==> config.mk <==
export PLATFORM = sky130hd
export DESIGN_NAME = inst_decode_stage
export DESIGN_NICKNAME = d
export VERILOG_FILES = /design/src/rtl/decode_pkg.sv /design/src/rtl/inst_field_decode.sv /design/src/rtl/inst_decode_stage.sv
export SDC_FILE = /design/constraint.sdc
export NUM_CORES = 1
export LEC_CHECK = 0
export BUFFER_PORTS_ARGS = -buffer_cell sky130_fd_sc_hd__buf_2
export CAP_MARGIN = 20
export CORE_ASPECT_RATIO = 0.5
export CORE_UTILIZATION = 40
export CTS_CLUSTER_SIZE = 25
export DETAILED_ROUTE_END_ITERATION = 10
export HOLD_SLACK_MARGIN = 0.03
export SLEW_MARGIN = 20
export SYNTH_ARGS = -nofsm -noshare
export SYNTH_HDL_FRONTEND = slang
export SYNTH_SLANG_ARGS = --single-unit
==> constraint.sdc <==
create_clock -name CLK -period 2.4 [get_ports CLK]
set_input_delay 0.12 -clock CLK [delete_from_list [all_inputs] [get_ports CLK]]
set_output_delay 0.12 -clock CLK [all_outputs]
set_load 0.1 [all_outputs]
==> src/rtl/decode_pkg.sv <==
// Shared types and constants for the RISC-V instruction-decode stage.
// Class codes, opcode values, SYS flag positions and the decoded-field struct.
package decode_pkg;

   typedef enum logic [3:0] {
      CLS_LOAD      = 4'd0,
      CLS_STORE     = 4'd1,
      CLS_BRANCH    = 4'd2,
      CLS_JAL       = 4'd3,
      CLS_JALR      = 4'd4,
      CLS_LUI       = 4'd5,
      CLS_AUIPC     = 4'd6,
      CLS_OP_IMM    = 4'd7,
      CLS_OP        = 4'd8,
      CLS_OP_IMM_32 = 4'd9,
      CLS_OP_32     = 4'd10,
      CLS_MISC_MEM  = 4'd11,
      CLS_SYSTEM    = 4'd12,
      CLS_ILLEGAL   = 4'd15
   } cls_e;

   localparam logic [6:0] OPC_LOAD      = 7'b0000011;
   localparam logic [6:0] OPC_MISC_MEM  = 7'b0001111;
   localparam logic [6:0] OPC_OP_IMM    = 7'b0010011;
   localparam logic [6:0] OPC_AUIPC     = 7'b0010111;
   localparam logic [6:0] OPC_OP_IMM_32 = 7'b0011011;
   localparam logic [6:0] OPC_STORE     = 7'b0100011;
   localparam logic [6:0] OPC_OP        = 7'b0110011;
   localparam logic [6:0] OPC_LUI       = 7'b0110111;
   localparam logic [6:0] OPC_OP_32     = 7'b0111011;
   localparam logic [6:0] OPC_BRANCH    = 7'b1100011;
   localparam logic [6:0] OPC_JALR      = 7'b1100111;
   localparam logic [6:0] OPC_JAL       = 7'b1101111;
   localparam logic [6:0] OPC_SYSTEM    = 7'b1110011;

   localparam int unsigned SYS_MRET   = 0;
   localparam int unsigned SYS_SRET   = 1;
   localparam int unsigned SYS_ECALL  = 2;
   localparam int unsigned SYS_EBREAK = 3;
   localparam int unsigned SYS_WFI    = 4;

   typedef struct packed {
      logic [4:0]  rs1;
      logic [4:0]  rs2;
      logic [4:0]  rd;
      logic [2:0]  funct3;
      logic [6:0]  funct7;
      logic [11:0] csr;
      cls_e        cls;
      logic [4:0]  sys;
      logic        illegal;
   } fields_t;

   function automatic logic [4:0] sys_bit(input int unsigned pos);
      return 5'b00001 << pos;
   endfunction

endpackage

==> src/rtl/inst_field_decode.sv <==
// Combinational RISC-V field extraction: register/function fields, class,
// SYSTEM flags, legality and the class-selected sign-extended immediate.
module inst_field_decode
   import decode_pkg::*;
#(
   parameter int unsigned XLEN = 32
) (
   input  logic [31:0]     instr,
   output fields_t         fields,
   output logic [XLEN-1:0] imm
);

   typedef logic [XLEN-1:0] xword_t;

   logic [6:0] opcode;
   logic       bad;
   xword_t     imm_i, imm_s, imm_b, imm_u, imm_j;

   assign opcode = instr[6:0];
   assign imm_i  = xword_t'($signed(instr[31:20]));
   assign imm_s  = xword_t'($signed({instr[31:25], instr[11:7]}));
   assign imm_b  = xword_t'($signed({instr[31], instr[7], instr[30:25], instr[11:8], 1'b0}));
   assign imm_u  = xword_t'($signed({instr[31:12], 12'b0}));
   assign imm_j  = xword_t'($signed({instr[31], instr[19:12], instr[20], instr[30:21], 1'b0}));

   always_comb begin
      fields         = '0;
      fields.rs1     = instr[19:15];
      fields.rs2     = instr[24:20];
      fields.rd      = instr[11:7];
      fields.funct3  = instr[14:12];
      fields.funct7  = instr[31:25];
      fields.csr     = instr[31:20];
      fields.cls     = CLS_ILLEGAL;
      imm            = '0;
      bad            = 1'b0;
      case (opcode)
         OPC_LOAD:     begin fields.cls = CLS_LOAD;     imm = imm_i; end
         OPC_STORE:    begin fields.cls = CLS_STORE;    imm = imm_s; end
         OPC_BRANCH:   begin fields.cls = CLS_BRANCH;   imm = imm_b; end
         OPC_JAL:      begin fields.cls = CLS_JAL;      imm = imm_j; end
         OPC_JALR:     begin fields.cls = CLS_JALR;     imm = imm_i; end
         OPC_LUI:      begin fields.cls = CLS_LUI;      imm = imm_u; end
         OPC_AUIPC:    begin fields.cls = CLS_AUIPC;    imm = imm_u; end
         OPC_OP_IMM:   begin fields.cls = CLS_OP_IMM;   imm = imm_i; end
         OPC_OP:             fields.cls = CLS_OP;
         OPC_MISC_MEM: begin fields.cls = CLS_MISC_MEM; imm = imm_i; end
         OPC_OP_IMM_32: begin
            if (XLEN == 32) bad = 1'b1;
            else begin fields.cls = CLS_OP_IMM_32; imm = imm_i; end
         end
         OPC_OP_32: begin
            if (XLEN == 32) bad = 1'b1;
            else fields.cls = CLS_OP_32;
         end
         OPC_SYSTEM: begin
            fields.cls = CLS_SYSTEM;
            imm        = imm_i;
            // CSR ops (funct3 != 0) are legal with no flag; funct3 0 must hit a known privileged op
            if (instr[14:12] == 3'b000) begin
               if (instr[11:7] != 5'd0 || instr[19:15] != 5'd0)          bad = 1'b1;
               else if (instr[31:25] == 7'b0011000 && instr[24:20] == 5'd2) fields.sys = sys_bit(SYS_MRET);
               else if (instr[31:25] == 7'b0001000 && instr[24:20] == 5'd2) fields.sys = sys_bit(SYS_SRET);
               else if (instr[31:20] == 12'h000)                         fields.sys = sys_bit(SYS_ECALL);
               else if (instr[31:20] == 12'h001)                         fields.sys = sys_bit(SYS_EBREAK);
               else if (instr[31:20] == 12'h105)                         fields.sys = sys_bit(SYS_WFI);
               else                                                      bad = 1'b1;
            end
         end
         default: bad = 1'b1;
      endcase
      if (instr[1:0] != 2'b11) bad = 1'b1;
      if (bad) begin
         fields.cls     = CLS_ILLEGAL;
         fields.sys     = '0;
         fields.illegal = 1'b1;
         imm            = '0;
      end
   end

endmodule

==> src/rtl/inst_decode_stage.sv <==
// Registered decode stage between fetch and execute: valid/ready on both sides,
// two-entry skid buffer (main + skid), flush, async active-low reset.
module inst_decode_stage
   import decode_pkg::*;
#(
   parameter int unsigned XLEN = 32
) (
   input  logic            CLK,
   input  logic            RSTn,
   input  logic            FLUSH,
   input  logic            IN_VALID,
   output logic            IN_READY,
   input  logic [XLEN-1:0] IN_PC,
   input  logic [31:0]     IN_INSTR,
   output logic            OUT_VALID,
   input  logic            OUT_READY,
   output logic [XLEN-1:0] OUT_PC,
   output logic [4:0]      OUT_RS1,
   output logic [4:0]      OUT_RS2,
   output logic [4:0]      OUT_RD,
   output logic [2:0]      OUT_FUNCT3,
   output logic [6:0]      OUT_FUNCT7,
   output logic [11:0]     OUT_CSR,
   output logic [XLEN-1:0] OUT_IMM,
   output logic [3:0]      OUT_CLASS,
   output logic [4:0]      OUT_SYS,
   output logic            OUT_ILLEGAL
);

   typedef struct packed {
      logic [XLEN-1:0] pc;
      logic [XLEN-1:0] imm;
      fields_t         f;
   } entry_t;

   typedef enum logic [1:0] {ST_EMPTY, ST_ONE, ST_FULL} state_e;

   state_e          state;
   entry_t          main_q, skid_q, dec;
   fields_t         dec_fields;
   logic [XLEN-1:0] dec_imm;
   logic            in_ready_q, out_valid_q;
   logic            accept, drain;

   inst_field_decode #(.XLEN(XLEN)) u_field_decode (
      .instr  (IN_INSTR),
      .fields (dec_fields),
      .imm    (dec_imm)
   );

   assign dec    = '{pc: IN_PC, imm: dec_imm, f: dec_fields};
   assign accept = IN_VALID & in_ready_q;
   assign drain  = out_valid_q & OUT_READY;

   // Ready/valid are registered alongside state so neither depends on OUT_READY combinationally
   always_ff @(posedge CLK or negedge RSTn) begin
      if (!RSTn) begin
         state         <= ST_EMPTY;
         in_ready_q    <= 1'b1;
         out_valid_q   <= 1'b0;
         main_q        <= '0;
         main_q.f.cls  <= CLS_ILLEGAL;
         skid_q        <= '0;
         skid_q.f.cls  <= CLS_ILLEGAL;
      end else if (FLUSH) begin
         state       <= ST_EMPTY;
         in_ready_q  <= 1'b1;
         out_valid_q <= 1'b0;
      end else begin
         case (state)
            ST_EMPTY: begin
               if (accept) begin
                  main_q      <= dec;
                  state       <= ST_ONE;
                  out_valid_q <= 1'b1;
               end
            end
            ST_ONE: begin
               case ({accept, drain})
                  2'b10: begin
                     skid_q     <= dec;
                     state      <= ST_FULL;
                     in_ready_q <= 1'b0;
                  end
                  2'b01: begin
                     state       <= ST_EMPTY;
                     out_valid_q <= 1'b0;
                  end
                  2'b11:   main_q <= dec;
                  default: ;
               endcase
            end
            ST_FULL: begin
               if (drain) begin
                  main_q     <= skid_q;
                  state      <= ST_ONE;
                  in_ready_q <= 1'b1;
               end
            end
            default: begin
               state       <= ST_EMPTY;
               in_ready_q  <= 1'b1;
               out_valid_q <= 1'b0;
            end
         endcase
      end
   end

   assign IN_READY    = in_ready_q;
   assign OUT_VALID   = out_valid_q;
   assign OUT_PC      = main_q.pc;
   assign OUT_IMM     = main_q.imm;
   assign OUT_RS1     = main_q.f.rs1;
   assign OUT_RS2     = main_q.f.rs2;
   assign OUT_RD      = main_q.f.rd;
   assign OUT_FUNCT3  = main_q.f.funct3;
   assign OUT_FUNCT7  = main_q.f.funct7;
   assign OUT_CSR     = main_q.f.csr;
   assign OUT_CLASS   = main_q.f.cls;
   assign OUT_SYS     = main_q.f.sys;
   assign OUT_ILLEGAL = main_q.f.illegal;

endmodule

# Word-level counts from Yosys, hierarchy flattened
# Index checks and enable logic that the tools add are counted.
[classes] addsub=0 mul=0 div=0 n_lt_le_gt_ge=0 eq_ne=32 shift=0 muxes=38 bitwise_logic=3 n_reduce_logical=17
[ops] op="111-bit 2-to-1 mux" count=3
[ops] op="111-bit case mux with 3 select lines" count=1
[ops] op="32-bit case mux with 5 select lines" count=1
[ops] op="4-bit case mux with 11 select lines" count=1
[ops] op="5-bit 2-to-1 mux" count=8
[ops] op="32-bit 2-to-1 mux" count=1
[ops] op="7-bit equality test, second input constant" count=4
[ops] op="7-bit by 5-bit equality test with 1-bit output, second input constant" count=3
[ops] op="7-bit by 6-bit equality test with 1-bit output, second input constant" count=3
[ops] op="7-bit by 4-bit equality test with 1-bit output, second input constant" count=2
[ops] op="1-bit 2-to-1 mux" count=14
[ops] op="12-bit by 1-bit equality test with 1-bit output, second input constant" count=1
[ops] op="12-bit by 9-bit equality test with 1-bit output, second input constant" count=1
[ops] op="12-bit logical NOT" count=1
[ops] op="3-bit AND reduction" count=4
[ops] op="10-bit 2-to-1 mux" count=1
[ops] op="2-bit inequality test, second input constant" count=5
[ops] op="5-bit nonzero test" count=2
[ops] op="10-bit OR reduction" count=1
[ops] op="3-bit inequality test, second input constant" count=3
[ops] op="7-bit by 2-bit equality test with 1-bit output, second input constant" count=1
[ops] op="2-bit equality test, second input constant" count=3
[ops] op="2-bit 2-to-1 mux" count=3
[ops] op="1-bit case mux with 3 select lines" count=2
[ops] op="18 further kinds" count=21
[word_totals] ff_bits=226 latch_bits=0 mem_bits_rw=0 mem_bits_ro=0 n_memories=0

# Logic depth before layout (Yosys ltp)
# Gate-level depths: netlist of run 1.
[logic_depth] depth_word=13 depth_mapped=8

# Hierarchy
# A second synthesis of run 1 with hierarchy kept.
[unflattened] cells_unflattened=845 area_unflattened_um2=11240.8
[by_module_without_submodules] mod="inst_decode_stage" n_inst=1 cells_per_inst=619 area_per_inst_um2=9798.1 seq_area_each_um2=5666.7
[by_module_without_submodules] mod="inst_field_decode" n_inst=1 cells_per_inst=226 area_per_inst_um2=1442.6 seq_area_each_um2=0.0

# Worst setup path before layout of run 1
# Ideal clock, no wire load.
[synth_path] kind="reg2reg" start="register out_valid_q, in the netlist OUT_VALID" end="register main_q, in the netlist OUT_PC[10]" setup_ns=0.082 t_arrival_ns=2.433 required_time_ns=2.318 setup_slack_ns=-0.114 stages_incl_launch_ff=9 path_cell_list="dfrtp_1 nand3_1 a21oi_1 o21ba_2 clkbuf_1 clkbuf_1 clkbuf_1 nor2_1 a31oi_1"
[synth_via] elab_chain_cells=4 elab_cells_between_ends=5
[synth_rtl] item="start, declared" line_no="inst_decode_stage.sv:42" text="logic in_ready_q, out_valid_q;"
[synth_rtl] item="start signal, assigned" line_no="inst_decode_stage.sv:60" text="out_valid_q <= 1'b0;"
[synth_rtl] item="start signal, assigned" line_no="inst_decode_stage.sv:68" text="out_valid_q <= 1'b0;"
[synth_rtl] item="start signal, assigned" line_no="inst_decode_stage.sv:75" text="out_valid_q <= 1'b1;"
[synth_rtl] item="1-bit AND (*)" line_no="inst_decode_stage.sv:53" text="assign drain = out_valid_q & OUT_READY;"
[synth_rtl] item="2-bit equality test" line_no="inst_decode_stage.sv:79" text="case ({accept, drain})"
[synth_rtl] item="2-bit by 1-bit inequality test with 1-bit output (no source line)"
[synth_rtl] item="5-bit AND reduction (no source line) (*)"
[synth_rtl] item="end signal, assigned" line_no="inst_decode_stage.sv:95" text="main_q <= skid_q;"
[synth_rtl] item="end, declared" line_no="inst_decode_stage.sv:39" text="entry_t main_q, skid_q, dec;"
# Every way passes the cells marked *; elsewhere a longest branch is shown, timed or not.
# A chain may end at the register's enable or synchronous reset.

# Final worst setup path of run 1
[layout_path] start="input IN_INSTR[15]" end="register main_q, in the netlist OUT_IMM[5]"
[layout_via] elab_chain_cells=9 elab_cells_between_ends=10
[layout_rtl] item="start, declared" line_no="inst_decode_stage.sv:14" text="input logic [31:0] IN_INSTR,"
[layout_rtl] item="5-bit nonzero test (*)" line_no="inst_field_decode.sv:61" text="if (instr[11:7] != 5'd0 || instr[19:15] != 5'd0) bad = 1'b1;"
[layout_rtl] item="1-bit logical OR (*)" line_no="inst_field_decode.sv:61"
[layout_rtl] item="1-bit 2-to-1 mux (*)" line_no="inst_field_decode.sv:61"
[layout_rtl] item="1-bit 2-to-1 mux (*)" line_no="inst_field_decode.sv:60" text="if (instr[14:12] == 3'b000) begin"
[layout_rtl] item="1-bit case mux with 2 select lines (*)" line_no="inst_field_decode.sv:37" text="case (opcode)"
[layout_rtl] item="1-bit 2-to-1 mux (*)" line_no="inst_field_decode.sv:72" text="if (instr[1:0] != 2'b11) bad = 1'b1;"
[layout_rtl] item="32-bit 2-to-1 mux (*)" line_no="inst_field_decode.sv:73" text="if (bad) begin"
[layout_rtl] item="111-bit 2-to-1 mux (on tied branches)" line_no="inst_decode_stage.sv:79, inst_decode_stage.sv:72"
[layout_rtl] item="111-bit case mux with 3 select lines (*)" line_no="inst_decode_stage.sv:70" text="case (state)"
# Every way passes the cells marked *; elsewhere a longest branch is shown, timed or not. The select of a mux whose other input is x is not followed.

==> metrics.log, run 1 <==
INFO  metric postSynthRegisterBits = just over 200
INFO  metric setup_repair_after_global_routing_missed_its_margin = false
INFO  metric timing.critical_path.from = IN_INSTR[15]
INFO  metric postLayoutSetupSlackWorst = 0.191 ns
INFO  metric end_kind = flip-flop
INFO  metric crit_path_end = OUT_IMM[5]
INFO  metric final.hold.worst_slack = around 0.055 ns
INFO  metric number_of_placed_instances_with_taps_included = 1505
INFO  metric post_synth_instance_area = a little over 9000 um2
INFO  metric fill_cells = 2089
INFO  metric firstDrtPassIters = 7
INFO  metric groute.usage.overall = a little under a quarter
INFO  metric die-area = about 24000 um2
INFO  metric r2r_worst_path_depth = 6
INFO  metric ctsRootBufferMaster = clkbuf_16
INFO  metric clock_latency = approximately 0.51 ns
INFO  metric synth_edf_count = 0
INFO  metric num_vias = 8530
INFO  metric clk_transition_reported_paths = 0.07 ns
INFO  metric fin_util = a little over half
INFO  metric clkPwrFrac = 20.8%
INFO  metric synth_top_flop_cell = dfrtp_1
INFO  metric worstSetupStartpointType = input pin
INFO  metric cp_data_required_time = about 2.8 ns
INFO  metric non_filler_instance_count_after_layout = around 1600
INFO  metric timing.critical_path.cells = dlygate4sd3_1 > buf_2 > or3_1 > a211oi_2 > o211ai_4 > nor3_1 > a21o_1
INFO  metric hold_violations = 0
INFO  metric p_leak = 5.62 nW
INFO  metric holdBufCountCts = between 50 and 60
INFO  metric arrival_time_at_the_worst_endpoint = between 2 and 3 ns
INFO  metric wire_per_inst = around 18 um
INFO  metric final_cell_area = between 10000 and 15000 um2
INFO  metric power_density = between 1000 and 1500 nW/um2
INFO  metric number_of_stages_on_the_worst_setup_path = 7
INFO  metric clock_tree.htree_level_count = 1
INFO  metric wl = around 28000 um
INFO  metric finish.net_count = around 1400
INFO  metric comb_power_share = 47.6%
INFO  metric area.growth.synth_to_final = 28.2%
INFO  metric pin_count_of_the_biggest_net_entering_global_routing = 88
INFO  metric async_reset_ff_share = 100%
INFO  metric p_sw = roughly 8.7 mW
INFO  metric cts_tree = done
INFO  metric coreArea = 22100 um2
INFO  metric register_area = between 5000 and 6000 um2
INFO  metric share_of_final_layout_standard_cells_stronger_than_drive_strength_1 = 21.2%
INFO  metric place_hpwl = around 19000 um
INFO  metric gp_congestion = 0.926
INFO  metric final_max_slew_viol_count = 0
INFO  metric globalRouteOverflowTotal = 0
INFO  metric top_level_ports = around 180
INFO  metric path_delay_family = simple AND/OR/NAND/NOR gates
INFO  metric min_period = between 2 and 2.5 ns
INFO  metric status = complete, no violations
INFO  metric netSwitchingFraction = between 50% and 60%
INFO  metric critical_path.slowest_cell = nor3_1
INFO  metric fin_skew = around 0.019 ns
INFO  metric synth_seq_area_share = ~55%
INFO  metric worst-setup-path-type = input pin to flip-flop
INFO  metric num_rows = 38
INFO  metric ant_nets = 0
INFO  metric antennaDiodeCount = 0
INFO  metric cts_sinks = 202
INFO  metric number_of_antenna_violations_at_the_first_check_in_global_routing = 0
INFO  metric place_area = between 10000 and 15000 um2
INFO  metric path_max_fanout = 6
INFO  metric floorplan.initialDensity = between 40% and 50%
INFO  metric vias_in_the_first_global_route = a little under 8000
INFO  metric drc = 0
INFO  metric warnings_synthesis = 0
INFO  metric reg2reg_to = OUT_IMM[5]
INFO  metric worst_flop_to_flop_path_startpoint = IN_READY
INFO  metric internal_power = 7.92 mW
INFO  metric worstHoldPathType = input pin to flip-flop
INFO  metric syn_nets = 1144
INFO  metric p_total = about 17 mW
INFO  metric drt_iter0_markers = 906
INFO  metric die_wd = ~220 um
INFO  metric timing.critical_path.buf_inv = 2
INFO  metric synth.distinct_cells = between 40 and 50
INFO  metric power.sequential.fraction = 31.6%
INFO  metric detailedPlace.worstSlack = around 0.27 ns
INFO  metric clockBufferDepth = 3
INFO  metric setup_tns = 0 ns
INFO  metric tightestPinTransition = roughly 0.7 ns
INFO  metric chipHeight = 109 um
INFO  metric tritoncts.num_buffers = 20
INFO  metric synthesis.area_per_instance = roughly 8.6 um2
INFO  metric timing.max_slew.rel_slack = between 50% and 60%
INFO  metric post-cts-setup-buffer-count = 0
INFO  metric via_per_inst = approximately 5.3
INFO  metric cts_repair_resize_count = 0
INFO  metric final_cycle_utilization_of_the_critical_path = roughly 92%
INFO  metric max-cap-violations = 0
INFO  metric timing.critical_path.slowest_cell_delay = ~0.64 ns
INFO  metric multiInputGateArea = 3750 um2
INFO  metric finalSetupViolCount = 0
INFO  metric synthCells = around 1100
INFO  metric ir_drop_worst_case_vdd = 0.00156 V
INFO  metric max_freq = between 0.4 and 0.5 GHz
INFO  metric slack_of_the_worst_reg_to_reg_path = 0.22 ns
INFO  metric port_buffers = 181
INFO  metric grt_first_pass_wirelength = about 44000 um
==> layout make-up <==
cell class | instances | area share, %
Sequential cell | 202 | 43.0
Tap cell | 300 | 3.18
Clock inverter | 7 | 1.03
Timing Repair Buffer | 277 | 15.7
Inverter | 5 | 0.159
Multi-Input combinational cell | 779 | 31.8
Clock buffer | 29 | 5.05
==> flip-flops by register name (all words and copies together), names as in the netlist, 2 cells and up <==
name        cells
OUT_IMM        32
OUT_RD          5
OUT_FUNCT7      6
OUT_RS2         4
skid_q         99
OUT_SYS         5
OUT_FUNCT3      3
OUT_CLASS       4
OUT_CSR         2
OUT_PC         32
state           2
OUT_RS1         5
==> worst min path at each step <==
| stage | startpoint | endpoint | slack (ns) | cells after the start |
|---|---|---|---|---|
| 4_1_cts | IN_INSTR[26] | skid_q[23] | 0.04 | 4 |
| 3_3_place_gp | RSTn | OUT_IMM[17] | 0.20 | 1 |
| 3_5_place_dp | RSTn | OUT_IMM[17] | 0.21 | 1 |
| 5_1_grt | IN_INSTR[26] | skid_q[23] | 0.06 | 4 |
| 2_1_floorplan | RSTn | OUT_CSR[11] | -0.18 | 0 |
| 6_report | IN_INSTR[26] | skid_q[23] | 0.05 | 4 |
==> Yosys cell counts (2+ instances only) <==
library cell	number	area, um2
a211oi_1	3	22.5
a21o_1	8	60.1
a21oi_1	84	420
a22o_1	7	61.3
a22oi_1	5	37.5
a31oi_1	63	394
and2_1	4	25.0
and3_1	24	150
buf_1	2	7.51
buf_2	6	30.0
buf_4	15	113
clkbuf_1	66	248
dfrtp_1	193	4830
dfstp_2	9	236
inv_1	4	15.0
nand2_1	337	1260
nand2_2	2	12.5
nand2b_1	2	12.5
nand3_1	9	45.0
nand3b_1	3	22.5
nand4_1	4	25.0
nor2_1	107	402
nor2b_1	3	18.8
nor3_1	6	30.0
nor4_1	5	31.3
o21a_1	2	15.0
o21ai_0	46	230
o21ai_1	2	10.0
o21bai_1	3	22.5
o31ai_1	16	120
or3_1	18	113
xnor2_1	2	17.5
==> logic make-up (layout without fill, tap and decap cells) <==
family                    count (synthesis)  count (layout)  share of synthesized area (%)
AOI/OAI and AO/OA                       247             247                           16.1
buffers and inverters                    94             318                           4.53
xor gates and xnor gates                  2               2                          0.191
DFF                                     202             202                           55.1
and+or+nand+nor                         530             530                           24.1
==> power by group through the flow <==
stage	logic [mW]	clock network [mW]	registers, mW
final	7.89	3.45	5.23
after global routing	8.27	3.66	5.38
after CTS	7.92	3.51	5.24
after detailed placement	7.83	0	5.30
after global placement	7.78	0	5.25
after floorplan	2.16	0	9.56
==> worst min-delay path: stages <==
cell and delay (ns):
buf_2 0.14, buf_4 0.17, nand2_1 0.05, nand2_1 0.04
==> layout by cell type (no fill, tap or decap), types with 3 or more instances in the layout <==
master / synthesis / final
nand2_1: 337 / 337
dfrtp_1: 193 / 192
buf_2: 6 / 180
nor2_1: 107 / 106
a21oi_1: 84 / 84
a31oi_1: 63 / 63
dlygate4sd3_1: 0 / 58
o21ai_0: 46 / 46
buf_4: 15 / 32
and3_1: 24 / 23
clkbuf_16: 0 / 21
or3_1: 18 / 18
o31ai_1: 16 / 16
dfstp_2: 9 / 8
nand3_1: 9 / 8
a21o_1: 8 / 8
a22o_1: 7 / 7
nor3_1: 6 / 6
buf_12: 0 / 6
nor4_1: 5 / 5
a22oi_1: 5 / 5
clkbuf_8: 0 / 5
and2_1: 4 / 4
inv_1: 4 / 4
nand4_1: 4 / 4
clkbuf_1: 66 / 4
nor2b_1: 3 / 3
a211oi_1: 3 / 3
nand3b_1: 3 / 3
bufinv_16: 0 / 3
==> metal layers <==
| layer | share of wire [%] | global-route usage (%) | vias up |
|---|---|---|---|
| met3 | 6.5 | 5.13 | 32 |
| met4 | 1.4 | 4.73 | 0 |
| met2 | 46 | 38.0 | 290 |
| met1 | 46 | 33.7 | 4173 |
| met5 | 0 | 0 | - |
| li1 | - | - | 4035 |
(Power assumes the default switching activity.)
==> run 2, diff against run 1 <==
MAX_ROUTING_LAYER = met4   (was unset)
==> metrics.log, run 2 (synthesis gave the netlist of run 1 again) <==
INFO  metric status = complete, no violations
INFO  metric max_freq = 0.443 GHz (-2.2%)
INFO  metric cts_repair_resize_count = 0 (unchanged)
INFO  metric wire_per_inst = 17.5 um (-0.78%)
INFO  metric clockBufferDepth = 3 (unchanged)
INFO  metric p_leak = 5.62 nW (+0.12%)
INFO  metric cp_data_required_time = 2.84 ns (about the same)
INFO  metric fin_util = 53.2% (-0.12 points)
INFO  metric min_period = 2.26 ns (+0.0500 ns)
INFO  metric wl_met2 = 12900 um (-0.20%)
INFO  metric clk_transition_reported_paths = 0.06 ns (about the same)
INFO  metric reg2reg_to = OUT_IMM[10]
INFO  metric cts_tree = done
INFO  metric post-cts-setup-buffer-count = 0 (unchanged)
INFO  metric worst_hold_endpoint = skid_q[26]
INFO  metric power_density = 1380 nW/um2 (-1.4%)
INFO  metric largest_register_ffs = 99 (unchanged)
INFO  metric worstSetupStartpointType = input pin
INFO  metric worst_flop_to_flop_path_startpoint = IN_READY
INFO  metric wl = 28000 um (-0.40%)
INFO  metric clock_latency = 0.51 ns (about the same)
INFO  metric groute.usage.overall = 24.5% (+0.62 points)
INFO  metric drt_iter0_markers = 749 (-17%)
INFO  metric setup_repair_after_global_routing_missed_its_margin = false
INFO  metric final_cycle_utilization_of_the_critical_path = 94.1% (+2.1 points)
INFO  metric top_level_ports = 182 (unchanged)
INFO  metric detail_route.wirelength.met1 = 13000 um (+0.12%)
INFO  metric ant_nets = 0 (unchanged)
INFO  metric hold_violations = 0 (unchanged)
INFO  metric end_kind = flip-flop
INFO  metric port_buffers = 181 (unchanged)
INFO  metric r2r_worst_path_depth = 6 (unchanged)
INFO  metric path_max_fanout = 6 (unchanged)
INFO  metric vias_in_the_first_global_route = 8006 (+1.4%)
INFO  metric layout.cells.most_common_list = nand2_1 (337), dfrtp_1 (192), buf_2 (180)
INFO  metric slack_of_the_worst_reg_to_reg_path = 0.26 ns (+0.04 ns)
INFO  metric number_of_antenna_violations_at_the_first_check_in_global_routing = 0 (unchanged)
INFO  metric chipHeight = 109 um (unchanged)
INFO  metric max-cap-violations = 0 (unchanged)
INFO  metric worst_hold_path.num_cells = 4 (unchanged)
INFO  metric share_of_final_layout_standard_cells_stronger_than_drive_strength_1 = 21.5% (+0.36 points)
INFO  metric area.growth.synth_to_final = 28.0%
INFO  metric gp_congestion = 0.913 (-1.4%)
INFO  metric pin_count_of_the_biggest_net_entering_global_routing = 72 (-18%)
INFO  metric finish.net_count = 1360 (+0.44%)
INFO  metric met3_wirelength = 1640 um (-10%)
INFO  metric worstHoldPathType = input pin to flip-flop
INFO  metric holdBufCountCts = 59 (+1.7%)
INFO  metric die_wd = 216 um (unchanged)
INFO  metric layout.cells.most_common = nand2_1
INFO  metric finalSetupViolCount = 0 (unchanged)
INFO  metric via_per_inst = 5.33 (about the same)
INFO  metric ir_drop_worst_case_vdd = 0.00122 V (-22%)
INFO  metric tightestPinTransition = 0.763 ns (+0.0502 ns)
INFO  metric die-area = 23600 um2 (unchanged)
INFO  metric ctsRootBufferMaster = clkbuf_16
INFO  metric fin_skew = 0.0126 ns (-0.00644 ns)
INFO  metric coreArea = 22100 um2 (unchanged)
INFO  metric final_max_slew_viol_count = 0 (unchanged)
INFO  metric num_vias = 8560 (+0.35%)
INFO  metric setup_tns = 0 ns (unchanged)
INFO  metric regMostFlops = skid_q
INFO  metric drc = 0 (unchanged)
INFO  metric grt_first_pass_wirelength = 44000 um (about the same)
INFO  metric num_rows = 38 (unchanged)
INFO  metric clock_tree.htree_level_count = 1 (unchanged)
INFO  metric globalRouteOverflowTotal = 0 (unchanged)
INFO  metric tritoncts.num_buffers = 20 (unchanged)
INFO  metric place_hpwl = 18800 um (+1.0%)
INFO  metric antennaDiodeCount = 0 (unchanged)
INFO  metric highest_layer = met4
INFO  metric firstDrtPassIters = 5 (-2)
INFO  metric worst_hold_startpoint = IN_INSTR[29]
INFO  metric arrival_time_at_the_worst_endpoint = 2.70 ns (+0.05 ns)
INFO  metric floorplan.initialDensity = 41.6% (unchanged)
INFO  metric worst-setup-path-type = input pin to flip-flop
INFO  metric cts_sinks = 202 (unchanged)
INFO  metric timing.max_slew.rel_slack = 48.7% (-3.4 points)
run 2: cell count changes in the layout (fill, tap and decap cells not counted), sizes merged:
cell | before | now
clkinv | 3 | 6
buf | 218 | 223
bufinv | 3 | 1
inv | 6 | 7
dlygate4sd3 | 58 | 59
clkbuf | 30 | 28
run 2: critical path: stages:
cell	delay, ns
dlygate4sd3_1	0.52
buf_2	0.14
or3_1	0.49
a211oi_2	0.37
o211ai_4	0.15
nor3_1	0.67
a21o_1	0.22
run 2: per-layer routing:
metal  global-route usage [%]  up-vias
li1                         -     4053
met1                     33.2     4210
met2                     38.1      256
met3                     4.69       41
met4                     5.78        0
met5                        -        -
run 2: cell type report:
cell class,instances,area (um2)
multi-input cells,779,3750
repair buffers,283,1890
well taps,300,375
clock inverters,9,77.6
flip-flops and latches,202,5070
inverters,5,18.8
fillers,2045,10300
clock buffers,27,578
run 2: worst max-delay path by stage:
stage	slack, ns	cells past startpoint	startpoint	endpoint
3_3_place_gp	0.25	7	IN_INSTR[24]	OUT_IMM[5]
2_1_floorplan	0.10	8	IN_READY	OUT_PC[10]
6_report	0.14	7	IN_INSTR[15]	OUT_IMM[10]
4_1_cts	0.16	8	IN_INSTR[24]	OUT_IMM[10]
5_1_grt	0.006	8	IN_INSTR[9]	OUT_IMM[10]
3_5_place_dp	0.19	7	IN_INSTR[24]	OUT_IMM[10]
run 2: through the flow:
step | worst slack [ns] | hold WS (ns) | cell area (um2) | instances | power [mW]
after detailed placement | 0.195 | 0.188 | 10500 | 1510 | 13.1
after floorplan | 0.104 | -0.176 | 9200 | 1075 | 11.7
final | 0.141 | 0.0694 | 11800 | 1605 | 16.3
after global placement | 0.245 | 0.187 | 10500 | 1510 | 13.0
after global routing | 0.00564 | 0.0694 | 11800 | 1605 | 17.0
after CTS | 0.158 | 0.0307 | 11800 | 1605 | 16.4
run 2: where the power goes:
group | internal (mW) | switching [mW]
Combinational | 1.29 | 6.60
Sequential | 4.57 | 0.671
Clock | 1.81 | 1.35
